### config.mk
export PLATFORM = sky130hd
export DESIGN_NAME = uart_dpi
export DESIGN_NICKNAME = d
export VERILOG_FILES = /design/src/rtl/uart_dpi.sv
export SDC_FILE = /design/constraint.sdc
export NUM_CORES = 1
export LEC_CHECK = 0
export CAP_MARGIN = 20
export CORE_AREA = 5 5 102 104
export DETAILED_ROUTE_END_ITERATION = 16
export DIE_AREA = 0 0 107 109
export DONT_BUFFER_PORTS = 1
export GPL_TIMING_DRIVEN = 0
export SYNTH_ARGS = -nofsm -noshare
export SYNTH_HDL_FRONTEND = slang
export SYNTH_SLANG_ARGS = --single-unit
### constraint.sdc
create_clock -name clk_i -period 2.35 [get_ports clk_i]
set_input_delay 0.47 -clock clk_i [delete_from_list [all_inputs] [get_ports clk_i]]
set_output_delay 0.47 -clock clk_i [all_outputs]
set_load 0.05 [all_outputs]
### src/rtl/uart_dpi.sv
// ---------------------------------------------------------------------------
// uart_dpi
// Simulation-side UART endpoint that sits on an MCU's UART pins. Host bytes
// are serialised onto tx_o; the rx_i line is deserialised into host bytes.
// Line format is fixed 8N1, LSB first, idle-high.
//
// Parameters
//   BAUD  line rate in bit/s
//   FREQ  clk_i frequency in Hz
//   NAME  label used in simulation printouts only
//
// Ports
//   clk_i           clock, all logic on the rising edge
//   rst_i           synchronous active-high reset
//   tx_o            serial out (idle 1)
//   rx_i            serial in, asynchronous to clk_i
//   tx_data_i       byte to send
//   tx_valid_i      send request
//   tx_ready_o      transmitter idle; byte accepted on tx_valid_i & tx_ready_o
//   rx_data_o       last correctly received byte, held until the next good one
//   rx_valid_o      one-cycle pulse, rx_data_o newly updated
//   rx_frame_err_o  one-cycle pulse, stop bit sampled low
// ---------------------------------------------------------------------------
module uart_dpi #(
  parameter int    BAUD = 256000,
  parameter int    FREQ = 100000000,
  parameter string NAME = "uart0"
) (
  input  logic       clk_i,
  input  logic       rst_i,
  output logic       tx_o,
  input  logic       rx_i,
  input  logic [7:0] tx_data_i,
  input  logic       tx_valid_i,
  output logic       tx_ready_o,
  output logic [7:0] rx_data_o,
  output logic       rx_valid_o,
  output logic       rx_frame_err_o
);

  localparam int CPB = FREQ / BAUD;
  localparam int TW  = $clog2(CPB + 1);

  localparam logic [TW-1:0] LP_BIT_LAST  = TW'(CPB - 1);
  localparam logic [TW-1:0] LP_HALF_LAST = TW'(CPB / 2 - 1);

  generate
    if (CPB < 4) begin : g_cpb_check
      $error("uart_dpi: FREQ/BAUD must be at least 4 clocks per bit");
    end
  endgenerate

  // -------------------------------------------------------------------------
  // Transmitter
  // -------------------------------------------------------------------------
  typedef enum logic [1:0] {
    TX_IDLE,
    TX_START,
    TX_DATA,
    TX_STOP
  } tx_state_t;

  tx_state_t       r_tx_state;
  tx_state_t       w_tx_next;
  logic [TW-1:0]   r_tx_cnt;
  logic [2:0]      r_tx_bit;
  logic [7:0]      r_tx_shift;
  logic            r_tx_o;
  logic            w_tx_accept;
  logic            w_tx_bit_end;

  assign w_tx_accept  = tx_valid_i && (r_tx_state == TX_IDLE);
  assign w_tx_bit_end = (r_tx_cnt == LP_BIT_LAST);

  // NOTE: the next-state value gets its default before the case so no path
  // leaves it unassigned; otherwise synthesis infers a latch.
  always_comb begin
    w_tx_next = r_tx_state;
    case (r_tx_state)
      TX_IDLE:  if (w_tx_accept) w_tx_next = TX_START;
      TX_START: if (w_tx_bit_end) w_tx_next = TX_DATA;
      TX_DATA:  if (w_tx_bit_end && (r_tx_bit == 3'd7)) w_tx_next = TX_STOP;
      TX_STOP:  if (w_tx_bit_end) w_tx_next = TX_IDLE;
      default:  w_tx_next = TX_IDLE;
    endcase
  end

  // NOTE: state flops use non-blocking assignments so every flop samples the
  // pre-edge values of the others, independent of statement order.
  always_ff @(posedge clk_i) begin
    if (rst_i) begin
      r_tx_state <= TX_IDLE;
      r_tx_cnt   <= '0;
      r_tx_bit   <= '0;
      r_tx_shift <= '0;
      r_tx_o     <= 1'b1;
    end else begin
      r_tx_state <= w_tx_next;
      case (r_tx_state)
        TX_IDLE: begin
          r_tx_cnt <= '0;
          r_tx_bit <= '0;
          if (w_tx_accept) begin
            r_tx_shift <= tx_data_i;
            r_tx_o     <= 1'b0;
          end
        end
        TX_START: begin
          if (w_tx_bit_end) begin
            r_tx_cnt <= '0;
            r_tx_o   <= r_tx_shift[0];
          end else begin
            r_tx_cnt <= r_tx_cnt + 1'b1;
          end
        end
        TX_DATA: begin
          if (w_tx_bit_end) begin
            r_tx_cnt <= '0;
            if (r_tx_bit == 3'd7) begin
              r_tx_bit <= '0;
              r_tx_o   <= 1'b1;
            end else begin
              // Bit 0 of the shifter is the bit on the line; the next one
              // to go out sits just above it.
              r_tx_bit   <= r_tx_bit + 1'b1;
              r_tx_o     <= r_tx_shift[1];
              r_tx_shift <= {1'b0, r_tx_shift[7:1]};
            end
          end else begin
            r_tx_cnt <= r_tx_cnt + 1'b1;
          end
        end
        TX_STOP: begin
          if (w_tx_bit_end) r_tx_cnt <= '0;
          else              r_tx_cnt <= r_tx_cnt + 1'b1;
        end
        default: begin
          r_tx_cnt <= '0;
          r_tx_o   <= 1'b1;
        end
      endcase
    end
  end

  assign tx_o       = r_tx_o;
  assign tx_ready_o = (r_tx_state == TX_IDLE);

  // -------------------------------------------------------------------------
  // Receiver
  // -------------------------------------------------------------------------
  typedef enum logic [2:0] {
    RX_IDLE,
    RX_START,
    RX_DATA,
    RX_STOP,
    RX_BREAK
  } rx_state_t;

  rx_state_t       r_rx_state;
  rx_state_t       w_rx_next;
  logic            r_sync1;
  logic            r_sync2;
  logic [TW-1:0]   r_rx_cnt;
  logic [2:0]      r_rx_bit;
  logic [7:0]      r_rx_shift;
  logic [7:0]      r_rx_data;
  logic            r_rx_valid;
  logic            r_rx_err;
  logic            w_rx_line;
  logic            w_rx_half_end;
  logic            w_rx_bit_end;

  assign w_rx_line     = r_sync2;
  assign w_rx_half_end = (r_rx_cnt == LP_HALF_LAST);
  assign w_rx_bit_end  = (r_rx_cnt == LP_BIT_LAST);

  always_comb begin
    w_rx_next = r_rx_state;
    case (r_rx_state)
      RX_IDLE:  if (!w_rx_line) w_rx_next = RX_START;
      // A line that is high again at mid-start was a glitch.
      RX_START: if (w_rx_half_end) w_rx_next = w_rx_line ? RX_IDLE : RX_DATA;
      RX_DATA:  if (w_rx_bit_end && (r_rx_bit == 3'd7)) w_rx_next = RX_STOP;
      RX_STOP:  if (w_rx_bit_end) w_rx_next = w_rx_line ? RX_IDLE : RX_BREAK;
      // After a framing error, hold off until the line is released so a
      // line held low is not mistaken for a stream of start bits.
      RX_BREAK: if (w_rx_line) w_rx_next = RX_IDLE;
      default:  w_rx_next = RX_IDLE;
    endcase
  end

  always_ff @(posedge clk_i) begin
    if (rst_i) begin
      r_rx_state <= RX_IDLE;
      r_sync1    <= 1'b1;
      r_sync2    <= 1'b1;
      r_rx_cnt   <= '0;
      r_rx_bit   <= '0;
      r_rx_shift <= '0;
      r_rx_data  <= '0;
      r_rx_valid <= 1'b0;
      r_rx_err   <= 1'b0;
    end else begin
      r_sync1    <= rx_i;
      r_sync2    <= r_sync1;
      r_rx_state <= w_rx_next;
      r_rx_valid <= 1'b0;
      r_rx_err   <= 1'b0;
      case (r_rx_state)
        RX_IDLE: begin
          r_rx_cnt <= '0;
          r_rx_bit <= '0;
        end
        RX_START: begin
          if (w_rx_half_end) r_rx_cnt <= '0;
          else               r_rx_cnt <= r_rx_cnt + 1'b1;
        end
        RX_DATA: begin
          if (w_rx_bit_end) begin
            r_rx_cnt   <= '0;
            r_rx_shift <= {w_rx_line, r_rx_shift[7:1]};
            if (r_rx_bit == 3'd7) r_rx_bit <= '0;
            else                  r_rx_bit <= r_rx_bit + 1'b1;
          end else begin
            r_rx_cnt <= r_rx_cnt + 1'b1;
          end
        end
        RX_STOP: begin
          if (w_rx_bit_end) begin
            r_rx_cnt <= '0;
            if (w_rx_line) begin
              r_rx_data  <= r_rx_shift;
              r_rx_valid <= 1'b1;
            end else begin
              r_rx_err <= 1'b1;
            end
          end else begin
            r_rx_cnt <= r_rx_cnt + 1'b1;
          end
        end
        default: begin
          r_rx_cnt <= '0;
          r_rx_bit <= '0;
        end
      endcase
    end
  end

  assign rx_data_o      = r_rx_data;
  assign rx_valid_o     = r_rx_valid;
  assign rx_frame_err_o = r_rx_err;

`ifndef SYNTHESIS
  always_ff @(posedge clk_i) begin
    if (r_rx_valid) $display("%s: 0x%02h '%c'", NAME, r_rx_data, r_rx_data);
  end
`endif

endmodule

==> results of run 1 <==
-- sequential cells by signal, indices dropped and copies added, names as in the netlist --
name and count:
r_sync2 1, r_tx_state 2, r_rx_shift 8, tx_o 1
r_sync1 1, rx_data_o 8, r_tx_shift 8, rx_valid_o 1
r_rx_state 3, r_rx_cnt 9, r_tx_bit 3, rx_frame_err_o 1
r_tx_cnt 9, r_rx_bit 3
-- final timing paths --
path / to / startpoint
max: r_tx_shift[0] / r_tx_state[0]
min: r_sync1 / rx_i
min reg2reg: r_sync2 / r_sync1
max reg2reg: r_tx_shift[0] / r_tx_state[0]
-- cell type report --
cell class | instances | area (um^2) | share of cell area
inverter | 9 | 33.8 | 0.0111
clock inverter | 4 | 25.0 | 0.00820
clock buffer | 12 | 165 | 0.0541
sequential | 58 | 1160 | 0.380
tap | 114 | 143 | 0.0467
multi-input combinational | 217 | 1460 | 0.479
buffer | 15 | 63.8 | 0.0209
-- worst max-delay path, stage by stage (launching register included) --
cell	delay (ps)
dfxtp_1	330
inv_1	120
ha_2	470
o21ai_0	280
clkbuf_1	260
or3_1	400
a21oi_1	160
-- logic make-up (layout without fill, tap and decap cells) --
logic type	Yosys count	after routing
mux	24	24
flops	58	58
simple gates	116	116
buf+inv	24	40
xor+xnor	14	14
fa+ha+maj	13	13
compound gates	50	50
-- cells in the mapped netlist, types with 6 or more instances --
master    count  area (um^2)
dfxtp_1      58         1160
nor2_1       44          165
mux2i_1      24          240
a21oi_1      18         90.1
nand2_1      17         63.8
o21ai_0      15         75.1
ha_1         13          163
clkbuf_1     10         37.5
inv_1         9         33.8
or3_1         9         56.3
nand3_1       8         40.0
xor2_1        8         70.1
nand4_1       6         37.5
xnor2_1       6         52.6
-- per-stage QoR --
stage | setup TNS (ps) | utilization
after global routing | 0 | 0.323
after detailed placement | -75.8 | 0.302
after floorplan | 0 | -
after global placement | 0 | 0.302
final | 0 | 0.323
after CTS | 0 | 0.323
-- cells in the final DEF, fill, tap and decap left out, types with 6 or more instances in the layout --
cell type	synthesis	final
a21oi_1	18	18
clkbuf_1	10	10
clkbuf_8	0	12
dfxtp_1	58	58
ha_1	13	12
inv_1	9	9
mux2i_1	24	24
nand2_1	17	17
nand3_1	8	8
nand4_1	6	6
nor2_1	44	44
o21ai_0	15	15
or3_1	9	9
xnor2_1	6	6
xor2_1	8	8
-- power by group through the flow --
stage / clock network (W) / logic, W / registers (W)
after floorplan: 0 / 0.000480 / 0.00117
after global placement: 0 / 0.000583 / 0.00118
after detailed placement: 0 / 0.000604 / 0.00119
after CTS: 0.000894 / 0.000615 / 0.00117
after global routing: 0.000935 / 0.000703 / 0.00118
final: 0.000860 / 0.000617 / 0.00117
-- per-layer routing --
layer	GRT usage	up-vias	share of wire	wire length, um
li1	-	1072	-	-
met1	0.123	997	0.48	2690
met2	0.164	33	0.47	2630
met3	0.0373	14	0.038	214
met4	0.0384	0	0.015	85
met5	0	-	0	0
==> impl_results.md, run 1 <==
- Synthesized cell area: 2720 um^2
- DIE HEIGHT: 109 um
- CTS Hold Bufs: 0
- Via count: 2,116
- Post-DR wirelength/cell: ~13 um
- Layout cells sized above 1: 0.0952
- Async set-reset flop share out of synthesis: 0
- H-tree depth: 3
- GP Congestion: 0.781
- PortBufs: 0
- Net Count, Synth: 324
- Row count: 36
- Logic pwr share: 0.233
- Wire length of the first global-routing pass: roughly 9500 um
- Core area: 9460 um^2
- Filler instances: 1,010
- Critical path launch point type: register
- Sw Share: 0.333
- Flop pwr share: 0.442
- CTS tree: done
- Cell total after placement: about 410
- XOR/XNOR Fraction of Synth Area: 0.0451
- CTS sink count: 58
- Cts repair resizes: 1
- Clock Skews: 9.29 ps
- Post-synth EDFFs: 0
- Area grow syn2layout: 12.3%
- Status: complete, no violations
- Static leakage: 1.12 nW
- Largest family of logic cells by synthesized area: simple AND/OR/NAND/NOR gates
- Crit path time final: 2100 ps
- Total of max-cap violations: 0
- Post-layout nets: 335
- DP Worst Slack: -41.2 ps
- Vias in the first global route: 2,047
- Full die area: 11,700 um^2
- Final worst-path cycle share: 0.893
- DRC viols: 0
- CP max FO: 10
- Remaining global-route overflow: 0
- Share of synthesized cell area in and, or, nand and nor gates: 0.228
- Unique cell type count in the Yosys netlist: 45
- Clock network power share: 0.325
- Total power: about 0.0026 W
- Hold Path Depth: 1
- Worst R2R Setup Slack: 250 ps
- Clock transition at path regs: 60 ps
- Cell count after synthesis: about 300
- Syn Area/Cell: 9.09 um^2
- Slew headroom: 0.619
- Fin cells: 429
- Mux contribution to synthesized area: 0.0884
- Worst Setup Path Type: register to register
- Register area share after synthesis: 0.427
- VDD IR max: 0.344 mV
- Post-synthesis compound-gate area fraction: 0.115
- Final Max Tran Viols: 0
- Crit path capture type: register
- Largest net degree at the start of global routing: 11
- Arr. time, crit path: 2350 ps
- Clock tree buffer depth: 2
- Remaining antenna violation count: 0
- CTS Root Cell: clkbuf_8
- Pwr dens: 866 nW/um^2
- Pint: about 0.0018 W
- Setup violators final: 0
- Data required, critical path: about 2600 ps
- Seq cells post-synth: 58
- Synthesis warning total: 0
- Postcts setup bufs: 0
- Final worst setup slack: approximately 250 ps
- Finished Cell Area: between 3000 and 4000 um^2
- Worst-Skew Late Latency: around 330 ps
- Placed cell area: 2860 um^2
- Max Freq: 477 MHz
- Initial Util: 0.287
- Initial antenna violation count: 0
- Worst r2r path cells: 6
- WHS: about 240 ps
- Adder-Cell Fraction of Synth Area: 0.0599
- Detail Placement HPWL: between 3000 and 4000 um
- Min-Delay Path Class: input pin to register
- Endpoints failing hold: 0
- Antenna Cells: 0
- P_sw: between 0.0008 and 0.0009 W
- Vias/cell: approximately 5
- Unrepaired setup endpoints after global routing: no
- GRT Util Overall: 0.101
- Num CTS Buffers: 9
- Top FF cell, synth: dfxtp_1
- Die X: 107 um
- DR iter-0 viols: 91
- I/O pins: 24
- Total iterations of the first detailed-routing run: 4
- Least-Margin Pin Slew: 570 ps
- Final wirelength: 5610 um
No activity file was read; power rests on OpenSTA's default activity.
==> inputs of run 2 (changes only) <==
- CORE_AREA: 5 5 102 104 -> 2 2 99 101
- DIE_AREA: 0 0 107 109 -> 0 0 101 103
==> run 2 against run 1 <==
Setup slack gained 35 ps. Cell count is the same. First-iteration DRC count shrank 9.9%. Die area shrank 11%. Sequential share of layout area shrank 0.17 points. Register-to-register slack gained 30 ps. Combinational power shrank 3%. Non-clock buffer count is the same. Clock skew shrank 3.2 ps. Worst hold slack lost 12 ps. Maximum frequency grew 1.7%.
==> impl_results.md, run 2 (synthesis results as in run 1) <==
- Die X: 101 um
- Crit path capture type: register
- CP peak stage delay: 440 ps
- Top Registers: r_rx_cnt: 9 flops, r_tx_cnt: 9 flops
- Setup violators final: 0
- Slowest stage cell, crit path: ha_2
- Num CTS Buffers: 9
- Clock network power share: 0.346
- DR iter-0 viols: 82
- Filler instances: 981
- Finished Cell Area: 3070 um^2
- Crit path time final: 2060 ps
- Final wirelength: 5280 um
- Largest net degree at the start of global routing: 11
- Total of max-cap violations: 0
- Data required, critical path: roughly 2600 ps
- Final worst-path cycle share: 0.878
- Vias/cell: 4.85
- CTS tree: done
- Status: complete, no violations
- Worst R2R Setup Slack: between 200 and 300 ps
- GP Congestion: approximately 0.78
- CP max FO: 10
- Initial Util: 0.287
- Postcts setup bufs: 0
- Slew headroom: 0.610
- Placed cell area: between 2000 and 3000 um^2
- CTS Root Cell: clkbuf_8
- Least-Margin Pin Slew: 578 ps
- Detail Placement HPWL: 3710 um
- Total iterations of the first detailed-routing run: 4
- Worst-Skew Late Latency: 340 ps
- Logic pwr share: 0.222
- Post-layout nets: between 300 and 400
- Flop pwr share: 0.432
- Setup TNS: 0 ps
- GRT Util Overall: 0.105
- Clock Skews: around 6.1 ps
- Worst path bufs/invs: 2
- Post-DR wirelength/cell: 12.3 um
- PortBufs: 0
- Core area: around 9500 um^2
- I/O pins: 24
- Final worst setup slack: 286 ps
- Initial antenna violation count: 0
- Min-Delay Path Class: input pin to register
- Crit path cell chain: inv_1 > ha_2 > o21ai_0 > clkbuf_1 > or3_1 > a21oi_1
- Full die area: 10,400 um^2
- H-tree depth: 3
- Wire length of the first global-routing pass: 8710 um
- Area grow syn2layout: 12.8%
- Antenna Cells: 0
- Endpoints failing hold: 0
- Arr. time, crit path: 2330 ps
- Pwr dens: 878 nW/um^2
- Row count: 36
- Remaining global-route overflow: 0
- Final Max Tran Viols: 0
- Sw Share: 0.318
- Unrepaired setup endpoints after global routing: no
- Vias in the first global route: about 1,900
- Max Freq: 485 MHz
- Clock tree buffer depth: 2
- CP delay by family, top: adder cells
- CTS sink count: 58
- Clock transition at path regs: ~70 ps
- Static leakage: 1.14 nW
- Total power: 0.00269 W
- Layout cells sized above 1: 0.0952
- Pint: 0.00184 W
- DP Worst Slack: 2.81 ps
- P_sw: 0.000856 W
- Remaining antenna violation count: 0
- DIE HEIGHT: roughly 100 um
- VDD IR max: 0.343 mV
- Commonest non-fill, non-tap cell in the layout: dfxtp_1
- Worst Setup Path Type: register to register
- Most frequent cells in the layout: 58 x dfxtp_1, 44 x nor2_1, 24 x mux2i_1
- WHS: 227 ps
- Via count: approximately 2,100
- Critical path launch point type: register
- DRC viols: 0
## run 2: cell count changes in the layout (fill, tap and decap cells not counted), sizes merged
cell / before / now
bufinv: 0 / 1
clkbuf: 22 / 21
clkinv: 2 / 3
clkinvlp: 2 / 1
## run 2: final timing paths
kind                                     from             to  cells after the start
worst min-delay path                     rx_i        r_sync1                      1
worst max-delay path            r_tx_state[0]  r_tx_shift[1]                      6
worst min register to register        r_sync1        r_sync2                      1
worst max register to register  r_tx_state[0]  r_tx_shift[1]                      6
## run 2: routing by layer
layer	global-route usage	part of all wire	vias up
li1	-	-	1070
met5	0	0	-
met1	0.132	0.48	970
met2	0.164	0.46	32
met3	0.0427	0.049	8
met4	0.0395	0.014	0
## run 2: layout make-up
type	count	area, um^2	area share
multi-input cells	217	1460	0.477
flip-flops and latches	58	1160	0.379
inverters	9	33.8	0.0110
well taps	114	143	0.0465
clock buffers	11	151	0.0494
plain buffers	15	63.8	0.0208
clock inverters	5	52.6	0.0171
## run 2: worst register-to-register path: stages, from the launching register on
cell      delay [ps]
dfxtp_1          330
inv_1            100
ha_2             440
o21ai_0          300
clkbuf_1         270
or3_1            410
a21oi_1          140
## run 2: repair_timing
item / in CTS / in global routing
setup endpoints to repair: 1 / 0
hold buffers: 0 / 0
gates resized for setup: 1 / 0
## run 2: metrics by stage
step / util / instances
floorplan: - / 299
finish: 0.324 / 429
global placement: 0.302 / 413
CTS: 0.324 / 429
detailed placement: 0.302 / 413
global route: 0.324 / 429
## run 2: power groups by stage
stage          sequential, W  combinational (W)  clock (W)
2_1_floorplan        0.00117           0.000480          0
3_3_place_gp         0.00118           0.000588          0
3_5_place_dp         0.00118           0.000592          0
4_1_cts              0.00116           0.000603   0.000961
5_1_grt              0.00118           0.000675    0.00100
6_report             0.00116           0.000599   0.000932
